File: config.mk
export PLATFORM = sky130hd
export DESIGN_NAME = infifo_rd_scheduler
export DESIGN_NICKNAME = d
export VERILOG_FILES = /design/src/rtl/infifo_rd_scheduler.sv
export SDC_FILE = /design/constraint.sdc
export NUM_CORES = 1
export LEC_CHECK = 0
export BUFFER_PORTS_ARGS = -buffer_cell sky130_fd_sc_hd__buf_2
export CORE_AREA = 2 2 48 50
export DETAILED_ROUTE_END_ITERATION = 8
export DIE_AREA = 0 0 50 52
export GPL_ROUTABILITY_DRIVEN = 0
export GPL_TIMING_DRIVEN = 0
export PLACE_DENSITY_LB_ADDON = 0.15
export SYNTH_ARGS = -nofsm -noshare
export SYNTH_HDL_FRONTEND = slang
export SYNTH_SLANG_ARGS = --single-unit
File: constraint.sdc
create_clock -name clk -period 4.7 [get_ports clk]
set_clock_uncertainty 0.2 [all_clocks]
set_input_delay 0.94 -clock clk [delete_from_list [all_inputs] [get_ports clk]]
set_output_delay 0.94 -clock clk [all_outputs]
set_load 0.05 [all_outputs]
File: src/rtl/infifo_rd_scheduler.sv
// Purpose : read-side sequencer for the 16-bank input FIFO; walks RA over all
//           addresses once per resident frame and tags returned blocks.
// Latency : first rd_en one cycle after load_fsm_start; blk_valid trails rd_en
//           by RDLAT; frame_done NADDR+RDLAT+1 cycles after start at full rate.
// Backpr. : rd_en follows dn_ready in READ, RA holds while dn_ready is low, so
//           no address is skipped; one extra start is queued, further ones drop.
//
// Ports:
//   clk, rst        decoder clock, synchronous active-high reset
//   load_fsm_start  one-cycle pulse: a complete frame is in the FIFO
//   dn_ready        downstream accepts a block this cycle
//   RA, rd_en       FIFO read address / read enable
//   blk_valid       DOUT_nb carries a valid block this cycle
//   blk_index       FIFO address of that block, aligned with blk_valid
//   frame_done      one-cycle pulse after the last block of a frame
//   busy            scheduler not idle
//   ovf             sticky: a start was dropped (cleared only by rst)
//   frame_cnt       (INFIFO_FRAME_CNT_EN) completed frames, wraps at 16 bits
//   dropped_cnt     (INFIFO_FRAME_CNT_EN) dropped starts, saturates at 0xFF
//
// Optional feature macro: INFIFO_FRAME_CNT_EN adds frame_cnt and dropped_cnt.
// Parameter limits: 2**ADDRESSWIDTH >= NADDR, 2**IDXW >= NADDR, RDLAT in 1..3.

module infifo_rd_scheduler #(
  parameter int ADDRESSWIDTH = 5,
  parameter int NADDR        = 16,
  parameter int RDLAT        = 1,
  parameter int IDXW         = 4
) (
  input  logic                    clk,
  input  logic                    rst,
  input  logic                    load_fsm_start,
  input  logic                    dn_ready,
  output logic [ADDRESSWIDTH-1:0] RA,
  output logic                    rd_en,
  output logic                    blk_valid,
  output logic [IDXW-1:0]         blk_index,
  output logic                    frame_done,
  output logic                    busy,
  output logic                    ovf
`ifdef INFIFO_FRAME_CNT_EN
  ,
  output logic [15:0]             frame_cnt,
  output logic [7:0]              dropped_cnt
`endif
);

  typedef enum logic [1:0] {
    IDLE  = 2'd0,
    READ  = 2'd1,
    DRAIN = 2'd2
  } state_t;

  localparam logic [ADDRESSWIDTH-1:0] LAST_RA    = ADDRESSWIDTH'(NADDR - 1);
  localparam logic [1:0]              LAST_DRAIN = 2'(RDLAT - 1);

  state_t                  state, state_nxt;
  logic [ADDRESSWIDTH-1:0] ra_nxt;
  logic [1:0]              drain_cnt, drain_nxt;
  logic                    pending, pending_nxt;
  logic                    ovf_nxt;
  logic                    fd_nxt;
  logic                    consume;   // a queued start launches a frame this cycle
  logic                    drop;      // a start is lost this cycle

  // read-enable / index delay line, independent of the FSM state
  logic [RDLAT-1:0]        vld_sr;
  logic [IDXW-1:0]         idx_sr [RDLAT];

  // ---------------------------------------------------------------------------
  // Next-state and output logic
  // ---------------------------------------------------------------------------
  always_comb begin
    state_nxt   = state;
    ra_nxt      = RA;
    drain_nxt   = drain_cnt;
    pending_nxt = pending;
    ovf_nxt     = ovf;
    fd_nxt      = 1'b0;
    consume     = 1'b0;
    drop        = 1'b0;
    rd_en       = 1'b0;

    unique case (state)
      IDLE: begin
        if (load_fsm_start || pending) begin
          state_nxt = READ;
          ra_nxt    = '0;
          consume   = pending;
        end
      end

      READ: begin
        rd_en = dn_ready;
        if (dn_ready) begin
          if (RA == LAST_RA) begin
            state_nxt = DRAIN;
            drain_nxt = '0;
          end else begin
            ra_nxt = RA + 1'b1;
          end
        end
      end

      DRAIN: begin
        // The last DRAIN cycle is exactly RDLAT cycles after the final rd_en,
        // which is when the final blk_valid appears on the delay line.
        if (drain_cnt == LAST_DRAIN) begin
          fd_nxt = 1'b1;
          if (pending) begin
            state_nxt = READ;
            ra_nxt    = '0;
            consume   = 1'b1;
          end else begin
            state_nxt = IDLE;
          end
        end else begin
          drain_nxt = drain_cnt + 1'b1;
        end
      end

      default: begin
        state_nxt = IDLE;
      end
    endcase

    // Pending slot: a start in IDLE launches directly; while busy it is queued
    // unless the slot is occupied and not being vacated this same cycle.
    if (state == IDLE) begin
      pending_nxt = pending && load_fsm_start;
    end else if (load_fsm_start) begin
      if (consume || !pending) begin
        pending_nxt = 1'b1;
      end else begin
        drop    = 1'b1;
        ovf_nxt = 1'b1;
      end
    end else if (consume) begin
      pending_nxt = 1'b0;
    end
  end

  // ---------------------------------------------------------------------------
  // State registers
  // ---------------------------------------------------------------------------
  always_ff @(posedge clk) begin
    if (rst) begin
      state      <= IDLE;
      RA         <= '0;
      drain_cnt  <= '0;
      pending    <= 1'b0;
      ovf        <= 1'b0;
      frame_done <= 1'b0;
    end else begin
      state      <= state_nxt;
      RA         <= ra_nxt;
      drain_cnt  <= drain_nxt;
      pending    <= pending_nxt;
      ovf        <= ovf_nxt;
      frame_done <= fd_nxt;
    end
  end

  // ---------------------------------------------------------------------------
  // Valid / index pipeline matching the RAM read latency
  // ---------------------------------------------------------------------------
  always_ff @(posedge clk) begin
    if (rst) begin
      vld_sr <= '0;
      for (int i = 0; i < RDLAT; i++) begin
        idx_sr[i] <= '0;
      end
    end else begin
      vld_sr[0] <= rd_en;
      idx_sr[0] <= IDXW'(RA);
      for (int i = 1; i < RDLAT; i++) begin
        vld_sr[i] <= vld_sr[i-1];
        idx_sr[i] <= idx_sr[i-1];
      end
    end
  end

  assign blk_valid = vld_sr[RDLAT-1];
  assign blk_index = idx_sr[RDLAT-1];
  assign busy      = (state != IDLE);

`ifdef INFIFO_FRAME_CNT_EN
  // ---------------------------------------------------------------------------
  // Frame / drop statistics
  // ---------------------------------------------------------------------------
  always_ff @(posedge clk) begin
    if (rst) begin
      frame_cnt   <= '0;
      dropped_cnt <= '0;
    end else begin
      if (frame_done) begin
        frame_cnt <= frame_cnt + 1'b1;
      end
      if (drop && (dropped_cnt != 8'hFF)) begin
        dropped_cnt <= dropped_cnt + 1'b1;
      end
    end
  end
`endif

endmodule
==> Word level (Yosys, flattened, before mapping) <==
Memories as Yosys holds them, arrays and structs flattened.
Index checks and enable logic that the tools add are counted.
{ "word_totals": {"output_inout_bits": 14, "ramBits": 4, "regBits": 13, "mem_count": 1, "elab_cells": 72} }
{ "mem_list": {"columns": ["memory", "words", "word_bits", "rd", "rd_clocked_by_memory_dff", "write_ports", "line_no", "text"], "rows": [
  ["idx_sr", 1, 4, 1, 0, 1, "68", "logic [IDXW-1:0] idx_sr [RDLAT];"]
]} }
{ "classes": {"n_addsub": 2, "bitwise_logic": 3, "reduce_logical": 17, "n_eq_ne": 11, "mux": 31} }
{ "ops": {"columns": ["operator", "count"], "rows": [
  ["two-way mux 5 bit", 5],
  ["case mux 5 bit (3 select lines)", 1],
  ["two-way mux 1 bit", 14],
  ["two-way mux 2 bit", 7],
  ["inequality test 2 bit, second input constant", 7],
  ["AND reduction 4 bit", 2],
  ["case mux 2 bit (3 select lines)", 1],
  ["AND reduction 6 bit", 1],
  ["nonzero test 3 bit", 2],
  ["adder 5 x 1 -> 5 bit, second input constant", 1],
  ["== test 5 x 4 -> 1 bit, second input constant", 1],
  ["logical NOT 2 bit", 2],
  ["two-way mux 4 bit", 1],
  ["case mux 2 bit (2 select lines)", 1],
  ["nonzero test 2 bit", 2],
  ["OR reduction 4 bit", 1],
  ["inequality test 3 x 1 -> 1 bit, second input constant", 1],
  ["inverter 1 bit", 3],
  ["AND reduction 3 bit", 1],
  ["adder 2 x 1 -> 2 bit, second input constant", 1],
  ["== test 2 x 1 -> 1 bit, second input constant", 1],
  ["== test 2 bit, second input constant", 1],
  ["logical OR 1 bit", 2],
  ["case mux 1 bit (2 select lines)", 1],
  ["other kinds (4)", 4]
]} }

==> Depth between registers and ports, before layout <==
{ "logic_depth": {"ltp_word": 7, "depth_mapped": 6, "ltp_nobuf": 6} }

==> Worst setup path before layout <==
Ideal clock, no wire load.
{ "synth_path": {"kind": "in2out", "start": "in dn_ready", "end": "out rd_en", "stages": 1, "t_required_ns": 3.560, "t_arrival_ns": 1.357, "slack_ns": 2.203, "path_cell_list": "and2_1"} }
{ "synth_between": {"elab_chain_len": 1} }
{ "synth_rtl": {"columns": ["item", "line_no", "text"], "rows": [
  ["start, declared", "33", "input logic dn_ready,"],
  ["two-way mux 1 bit", "84", "unique case (state)"],
  ["end, declared", "35", "output logic rd_en,"]
]} }
Every way passes these cells.

==> Worst setup path in the final report <==
{ "layout_path": {"start": "reg state[0]", "end": "out rd_en"} }
{ "layout_between": {"elab_chain_len": 2} }
{ "layout_rtl": {"columns": ["item", "line_no", "text"], "rows": [
  ["start, declared", "57", "state_t state, state_nxt;"],
  ["start signal, assigned", "155", "state <= state_nxt;"],
  ["== test 2 x 1 -> 1 bit", "84", null],
  ["two-way mux 1 bit", "84", null]
]} }
Every way passes these cells.

==> flow_summary.yaml <==
placed_design:
  postPlaceCellArea_sq_um: 892
  dp_hpwl_mm: 1.11
  port_buffers: 16
  placedCellCount: 124
yosys:
  avgSynthCellArea_sq_um: 9.71
  synth_ff_type: "dfxtp_1"
  syn-cell-area_sq_um: 777
  synth_cells: 80
  ys_seq_area_frac: 0.438
  synth-edff-count: 0
  async_reset_ff_frac: 0
  ys_types: 33
  ys_warn_count: 0
  syn_nets: 87
  ys_seq_elements: 17
clock_tree:
  post_cts_buffers: 0
  cts.repair.resized: 0
  cts_tree: "yes"
  cts_root_buf: "clkbuf_4"
  cts_made_buffers: 3
  clkTransAtPathRegs_ps: 100
  htree_num_levels: 1
  clk_latency_ps: 290
  cts_buffer_depth: 2
  cts_sinks: 17
  hold_buffers: 0
setup_path:
  cp.required_ps: 3560
  crit_buf_inv: 2
  cp_data_arrival_time_ps: 1590
  worstPathCellList: "buf_2 > nor2b_1 > and2_1 > buf_2"
  slowest_delay_ps: 390
  critPathTopFamily: "buffers and inverters"
  crit_top_cell: "buf_2"
  worst-setup-path-type: "reg2out"
  end_kind: "output port"
  critPathSlowestCell: "dfxtp_1"
  crit_fanout: 10
  crit_path_start_kind: "flop"
min_path:
  min_path_type: "reg2reg"
global_routing:
  grt.total_usage: 0.141
  grt_max_degree: 11
  grt_pass1_vias: 606
  grt_pass1_wl_mm: 2.73
  grt.overflow.total: 0
  antenna_found_initial: 0
floorplanning:
  die-width_um: 50
  core_sq_um: 2110
  dieHeight_um: 52
  dieArea_sq_um: 2600
  start_util: 0.369
  io_pins: 18
  rows: 17
flow_run:
  maxCapViolCount: 0
sta:
  fmax_ghz: 0.367
  rsz0062_at_grt: "false"
  finalSetupViolCount: 0
  fin_crit_ps: 2730
  layout_worst_path_cycle_share: 0.580
  tns_ps: 0
  slew_violations: 0
  max_slew.worst_pin.slew_ps: 485
  whs_ps: 248
  slew_headroom: 0.677
  hold_violations: 0
drt:
  dr_total_vias: 648
  vias_per_cell: 5.06
  routed_wl_mm: 1.53
  drt_pre_antenna_iters: 5
  drc: 0
  drt.antenna.violating_nets: 0
  dr.first_iter.drc_count: 6
  drt-wirelength-per-cell_um: 12.0
power_and_ir_drop:
  power_density_nw_per_um2: 286
  peakVddDrop_mv: 0.110
  p_leak_nw: 0.393
  p_switching_uw: 71.5
  combPwrFrac: 0.135
  clockPowerShare: 0.296
  p_int_uw: 191
  p_sw_frac: 0.273
  power_frac_seq: 0.569
finish:
  syn2layout_area_growth_pct: 18.2
  fin_util: 0.436
  n_antenna_cell: 0
  final_cell_area_sq_um: 918
  finalNetCount: 108
  layout_common_cells: "buf_2 (18), dfxtp_1 (17), nor2b_1 (7), a21oi_1 (5), nor2_1 (5)"
  drive_above_1_share: 0.250
  final_cells: 128
  final_common_cell: "buf_2"
status:
  outcome: "complete, no violations"
[tightest hold or removal path, stage by stage, from the launching register on]
cell and delay [ps]:
dfxtp_1 320, inv_1 50, a21oi_1 50
[cell usage after synthesis (all sizes together) (2+ instances only)]
master  number  share of area
nor2b        7          0.056
nor2         5          0.024
nand4b       3          0.034
dfxtp       17           0.44
clkbuf       2         0.0097
ha           3          0.048
o221ai       2          0.023
nand2        2         0.0097
o21a         2          0.019
a21oi        5          0.032
a21o         2          0.019
nand2b       3          0.024
buf          2          0.013
inv          4          0.019
nor3         2          0.013
nor3b        2          0.019
[cell type report]
type	instances	area, sq um
Buffer	4	17.5
Clock buffer	4	26.3
Fill cell	221	1190
Inverter	4	15.0
Multi-Input combinational cell	55	404
Sequential cell	17	340
Tap cell	28	35.0
Timing Repair Buffer	16	80.1
[cells by family after synthesis]
logic type | count (synthesis) | synth area share
simple gates | 30 | 0.246
buf+inv | 8 | 0.0419
fa+ha+maj | 3 | 0.0483
compound gates | 21 | 0.211
mux | 1 | 0.0145
flops | 17 | 0.438
[metal layers]
layer / share of wire / GRT usage / vias up
met2: 0.46 / 0.202 / 11
met4: 0.032 / 0.0972 / 0
li1: - / - / 330
met1: 0.48 / 0.184 / 302
met5: 0 / 0 / -
met3: 0.034 / 0.0345 / 5
[through the flow]
stage / total power, mW / setup WS (ps)
after global routing: 0.278 / 1790
after global placement: 0.188 / 2120
after floorplan: 0.179 / 2200
final: 0.262 / 1970
after CTS: 0.268 / 1960
after detailed placement: 0.188 / 2100
[power groups by stage]
stage | logic, mW | registers [mW] | clock network [mW]
6_report | 0.0354 | 0.149 | 0.0777
5_1_grt | 0.0387 | 0.150 | 0.0893
4_1_cts | 0.0356 | 0.149 | 0.0829
3_5_place_dp | 0.0355 | 0.153 | 0
3_3_place_gp | 0.0355 | 0.152 | 0
2_1_floorplan | 0.0223 | 0.157 | 0
[flip-flops by register name, summed over array words and instances (netlist names)]
register    cells
drain_cnt       2
RA              5
idx_sr          4
blk_valid       1
ovf             1
pending         1
frame_done      1
state           2
[worst paths after layout]
kind,slack [ps],endpoint,depth (start not counted),from
hold reg to reg,250,ovf,2,ovf
setup / recovery,1970,rd_en,4,state[0]
hold / removal,250,ovf,2,ovf
setup reg to reg,2640,RA[1],6,RA[0]
No activity file was read; power rests on OpenSTA's default activity.
